===== src/rtl/rr_process_scheduler.sv =====
// Round-robin scheduler for user processes. It keeps the ready bitmap and the
// quantum counter, and on expiry it picks the next ready PID and raises a trap to the kernel.
module rr_process_scheduler #(
  parameter int unsigned QUANTUM = 32,
  parameter int unsigned NPROC   = 8,
  parameter int unsigned CNT_W   = 8
) (
  input  logic             clk,
  input  logic             reset,
  input  logic             rr_start,
  input  logic             block,
  input  logic             kernel_swap,
  input  logic             set_pid,
  input  logic [4:0]       pid_in,
  input  logic             proc_add,
  input  logic             proc_del,
  input  logic [4:0]       proc_id,
  output logic [4:0]       cur_pid,
  output logic [4:0]       next_pid,
  output logic             next_valid,
  output logic             trap,
  output logic [NPROC-1:0] ready_mask,
  output logic             busy
);

  // state | meaning
  // IDLE  | no slice running, waiting for rr_start
  // RUN   | slice running, quantum counter advancing
  // HOLD  | slice frozen by block, counter held
  // PICK  | one cycle: search ready mask for the next PID
  // TRAP  | kernel entry requested, waiting for kernel_swap
  typedef enum logic [2:0] {S_IDLE, S_RUN, S_HOLD, S_PICK, S_TRAP} state_e;

  localparam logic [CNT_W-1:0] CNT_LAST = CNT_W'(QUANTUM - 1);
  localparam logic [5:0]       NP6      = 6'(NPROC);

  state_e           state_q;
  logic [CNT_W-1:0] cnt_q;
  logic [4:0]       cur_q;
  logic [4:0]       next_q;
  logic             next_valid_q;
  logic [NPROC-1:0] ready_q;
  logic [NPROC-1:0] ready_d;

  logic [5:0]       cur_inc;
  logic [4:0]       start;
  logic [4:0]       pick_pid;
  logic             pick_found;

  always_comb begin
    ready_d = ready_q;
    for (int i = 1; i < NPROC; i++) begin
      if (proc_id == 5'(i)) begin
        if (proc_del)      ready_d[i] = 1'b0;
        else if (proc_add) ready_d[i] = 1'b1;
      end
    end
    ready_d[0] = 1'b0;
  end

  // The search begins at (cur+1) mod NPROC with 0 mapped to 1. Pass one covers
  // slots from start upward, pass two covers slots below start, so cur comes last.
  always_comb begin
    cur_inc = {1'b0, cur_q} + 6'd1;
    start   = 5'(cur_inc % NP6);
    if (start == 5'd0) start = 5'd1;
    pick_pid   = 5'd0;
    pick_found = 1'b0;
    for (int i = 1; i < NPROC; i++) begin
      if (!pick_found && ready_q[i] && (5'(i) >= start)) begin
        pick_found = 1'b1;
        pick_pid   = 5'(i);
      end
    end
    for (int i = 1; i < NPROC; i++) begin
      if (!pick_found && ready_q[i]) begin
        pick_found = 1'b1;
        pick_pid   = 5'(i);
      end
    end
  end

  always_ff @(posedge clk) begin
    if (reset) begin
      state_q      <= S_IDLE;
      cnt_q        <= '0;
      cur_q        <= 5'd0;
      next_q       <= 5'd0;
      next_valid_q <= 1'b0;
      ready_q      <= '0;
    end else begin
      ready_q <= ready_d;
      if (kernel_swap) begin
        if (state_q == S_TRAP) cur_q <= next_q;
        state_q <= S_IDLE;
        cnt_q   <= '0;
      end else if (set_pid) begin
        cur_q <= pid_in;
        cnt_q <= '0;
        if (state_q == S_PICK || state_q == S_TRAP) begin
          state_q      <= S_IDLE;
          next_valid_q <= 1'b0;
        end
      end else begin
        case (state_q)
          S_IDLE: begin
            if (rr_start) begin
              state_q <= S_RUN;
              cnt_q   <= '0;
            end
          end
          // Leaving HOLD counts as a run cycle, so each HOLD cycle costs exactly one.
          S_RUN, S_HOLD: begin
            if (block) begin
              state_q <= S_HOLD;
            end else if (cnt_q == CNT_LAST) begin
              state_q <= S_PICK;
              cnt_q   <= '0;
            end else begin
              state_q <= S_RUN;
              cnt_q   <= cnt_q + 1'b1;
            end
          end
          S_PICK: begin
            next_q       <= pick_pid;
            next_valid_q <= pick_found;
            state_q      <= S_TRAP;
          end
          S_TRAP:  state_q <= S_TRAP;
          default: state_q <= S_IDLE;
        endcase
      end
    end
  end

  assign cur_pid    = cur_q;
  assign next_pid   = next_q;
  assign next_valid = next_valid_q;
  assign trap       = (state_q == S_TRAP);
  assign busy       = (state_q == S_RUN) || (state_q == S_HOLD);
  assign ready_mask = ready_q;

endmodule


===== config.mk =====
export PLATFORM = sky130hd
export DESIGN_NAME = rr_process_scheduler
export DESIGN_NICKNAME = d
export VERILOG_FILES = /design/src/rtl/rr_process_scheduler.sv
export SDC_FILE = /design/constraint.sdc
export NUM_CORES = 1
export LEC_CHECK = 0
export ABC_AREA = 1
export CELL_PAD_IN_SITES_DETAIL_PLACEMENT = 1
export CELL_PAD_IN_SITES_GLOBAL_PLACEMENT = 1
export CORE_MARGIN = 2
export CORE_UTILIZATION = 34
export DETAILED_ROUTE_END_ITERATION = 8
export HOLD_SLACK_MARGIN = 0.15
export PLACE_DENSITY_LB_ADDON = 0.1
export SYNTH_ARGS = -nofsm -noshare
export SYNTH_HDL_FRONTEND = slang
export SYNTH_SLANG_ARGS = --single-unit

===== constraint.sdc =====
create_clock -name clk -period 2.3 [get_ports clk]
set_input_delay 0.46 -clock clk [delete_from_list [all_inputs] [get_ports clk]]
set_output_delay 0.46 -clock clk [all_outputs]
set_load 0.02 [all_outputs]

==> metrics.txt <==
outcome=completed; cell depth of the worst hold path=2; Vert. Die Dim=approximately 73 um; cell row count=25; Peak VDD IR=between 0.3 and 0.4 mV; pin count of the biggest net entering global routing=16; end of the worst register-to-register path=next_pid[1]$_SDFFE_PP0P_; EDFF count, synth=0; post-synthesis instance total=239; worst path cell trace=nand2_2 -> inv_2 -> nor2_4 -> nand2_2 -> inv_1 -> clkdlybuf4s50_1; register bit total from synthesis=27; deepest level of the CTS H-tree=1; worst r2r path cells=13; critical path's largest stage delay=approximately 0.61 ns; remaining design rule violation count=0; clock tree from TritonCTS=done; first-pass iteration count of the detailed router=4; Detail Placement HPWL=approximately 3500 um; final global-route overflow total=0; fin. max-slew vios=0; number of routed nets with antenna violations=0; number of buffers added by the clock tree synthesis step=3; highest attainable clock frequency=around 470 MHz; CP Launch Type=flop; CTS sink cnt=27; Net count, final=302; async set or reset register ratio after synthesis=0%; Post-Layout Inst Area=2120 um^2; core region area=between 4000 and 5000 um^2; count of instances resized after the clock tree is built=0; die area=between 5000 and 6000 um^2; RSZ-0062 raised after global routing=false; Final period util=approximately 90%; Setup violations, final=0; highest-count cells in the layout ignoring fill and taps=nand2_1 (40), nor2_1 (36), clkdlybuf4s50_1 (35); global-route wire length before repair=about 7300 um; GRT Total Usage=between 15 and 20%; average wire per standard cell=between 10 and 15 um; via count of the first global-routing pass=1629; Total Power=roughly 0.95 mW; Total Neg Setup Slack=0 ns; Final Hold Vio Count=0; Power Dens Cells=about 450 nW/um^2; Port Buffer Count=35; worst path arrival time=around 1.7 ns; latest clock arrival within the worst-skew pair=0.28 ns; detailed-route via count=~1600; number of primary I/O pins=39; average vias per placed instance=roughly 4.9; end point of the worst hold path=cnt_q[4]$_SDFFE_PP0P_; Unique masters post-synth=38; Avg Inst Size Synth=6.85 um^2; kind of critical path=flop to output pin; commonest non-fill, non-tap cell in the layout=nand2_1; Bufs on Longest Clock Path=2; kind of capture point of the worst setup path=output pin; ant diodes=0; synthesized cell area=~1600 um^2; number of max-cap violations=0; Synth Flop Type=dfxtp_1; WL final=4260 um; Worst Hold Class=flop to flop; CTS root buf=clkbuf_8; area overhead of the layout relative to synthesis=29.2%; number of post-CTS setup repair buffers=0; initial core utilization=around a third; share of final-layout standard cells stronger than drive strength 1=approximately 13%; count of routing violations after the opening detailed-route iteration=34; antenna violations before repair=0; sequential element share of the synthesized area=between 30 and 40%; clock transition at the register clock pins on the worst setup and hold paths after CTS=roughly 0.1 ns; static leakage=0.891 nW; reg2reg setup slack=0.23 ns; Worst EP required=1.84 ns; number of buffers inserted for hold repair after clock tree synthesis=0; start point of the worst hold path=cnt_q[4]$_SDFFE_PP0P_; minimum setup slack in the final design=roughly 0.17 ns; setup slack after placement=between 0.1 and 0.15 ns; final critical-path required period=between 2 and 2.5 ns; critical-path maximum fanout=3; Critical-path top delay cell=clkdlybuf4s50_1; Crit Reg-Reg Startpoint=cur_pid[1]$_SDFFE_PP0P_; most prevalent standard cell on the critical path=nand2_2; final clock skew=~0.0028 ns; Syn. warnings=0; global placer's final weighted congestion=0.802; horizontal die dimension=between 70 and 80 um; placed inst area=approximately 2100 um^2
## stage by stage
stage,instances,util (%),hold slack [ns]
after floorplan,241,-,0.435
after global placement,330,44.1,0.453
after detailed placement,330,44.1,0.463
after CTS,334,45.1,0.479
after global routing,334,45.1,0.507
final,334,45.1,0.471
## final cells by class
class | instances | area (um^2)
repair buffers | 40 | 388
well taps | 54 | 67.6
clock buffers | 3 | 41.3
flip-flops and latches | 27 | 541
multi-input cells | 168 | 920
fillers | 610 | 2580
clock inverters | 1 | 5.00
inverters | 41 | 154
## flip-flops by register name, indices dropped and copies added (netlist names)
name and count:
cnt_q 8, cur_pid 5, next_pid 3, next_valid 1, ready_mask 7, state_q 3
## synthesized netlist by cell type, types with 2 or more instances
cell      count  area share [%]
a211oi_1      6             2.7
a21oi_1      18             5.5
buf_4         3             1.4
dfxtp_1      27              33
ha_1          3             2.3
inv_1        34             7.8
inv_2         7             1.6
nand2_1      40             9.2
nand2_2       2            0.76
nand2_4       2             1.4
nand3_1      14             4.3
nand4_1       2            0.76
nor2_1       36             8.3
nor2_2        2            0.76
nor2_4        2             1.4
nor3_1        6             1.8
nor4_1        2            0.76
o21ai_0      10             3.1
o21ai_2       2             1.1
xor2_1        3             1.6
## cell families after synthesis
family / Yosys count / share of synthesized area, %
other: 1 / 0.229
AO/OA/AOI/OAI: 43 / 16.3
flip-flops: 27 / 33.0
adder cells (fa/ha/maj): 3 / 2.29
XOR/XNOR: 3 / 1.60
AND/OR/NAND/NOR: 116 / 35.2
buffers and inverters: 46 / 11.3
## worst max-delay path, delay by kind of cell, from the launching register on
| kind | cells | cell delay (ns) |
|---|---|---|
| flip-flops | 1 | 0.35 |
| buffers and inverters | 3 | 0.77 |
| AND/OR/NAND/NOR | 3 | 0.27 |
## power breakdown
group	internal (mW)	switching [mW]
combinational	0.0781	0.101
sequential	0.476	0.00887
clock	0.122	0.160
## layer usage
metal	vias up	part of all wire (%)	track usage [%]
met5	-	0	0
met4	0	0.63	3.03
met3	2	2.9	3.57
met2	19	48	29.1
met1	751	48	22.3
li1	848	-	-
## how the worst max path moves through the flow
stage	startpoint	depth (start not counted)	slack (ns)	end
after floorplan	cur_pid[1]$_SDFFE_PP0P_	13	0.32	next_valid$_SDFFE_PP0P_
after global placement	kernel_swap	7	0.20	cnt_q[5]$_SDFFE_PP0P_
after detailed placement	kernel_swap	7	0.15	cnt_q[1]$_SDFFE_PP0P_
after CTS	state_q[0]$_SDFFE_PP0P_	6	0.15	busy
after global routing	cur_pid[1]$_SDFFE_PP0P_	14	0.04	next_pid[1]$_SDFFE_PP0P_
final	state_q[0]$_SDFFE_PP0P_	6	0.17	busy
Power figures use the tool's default switching activity.
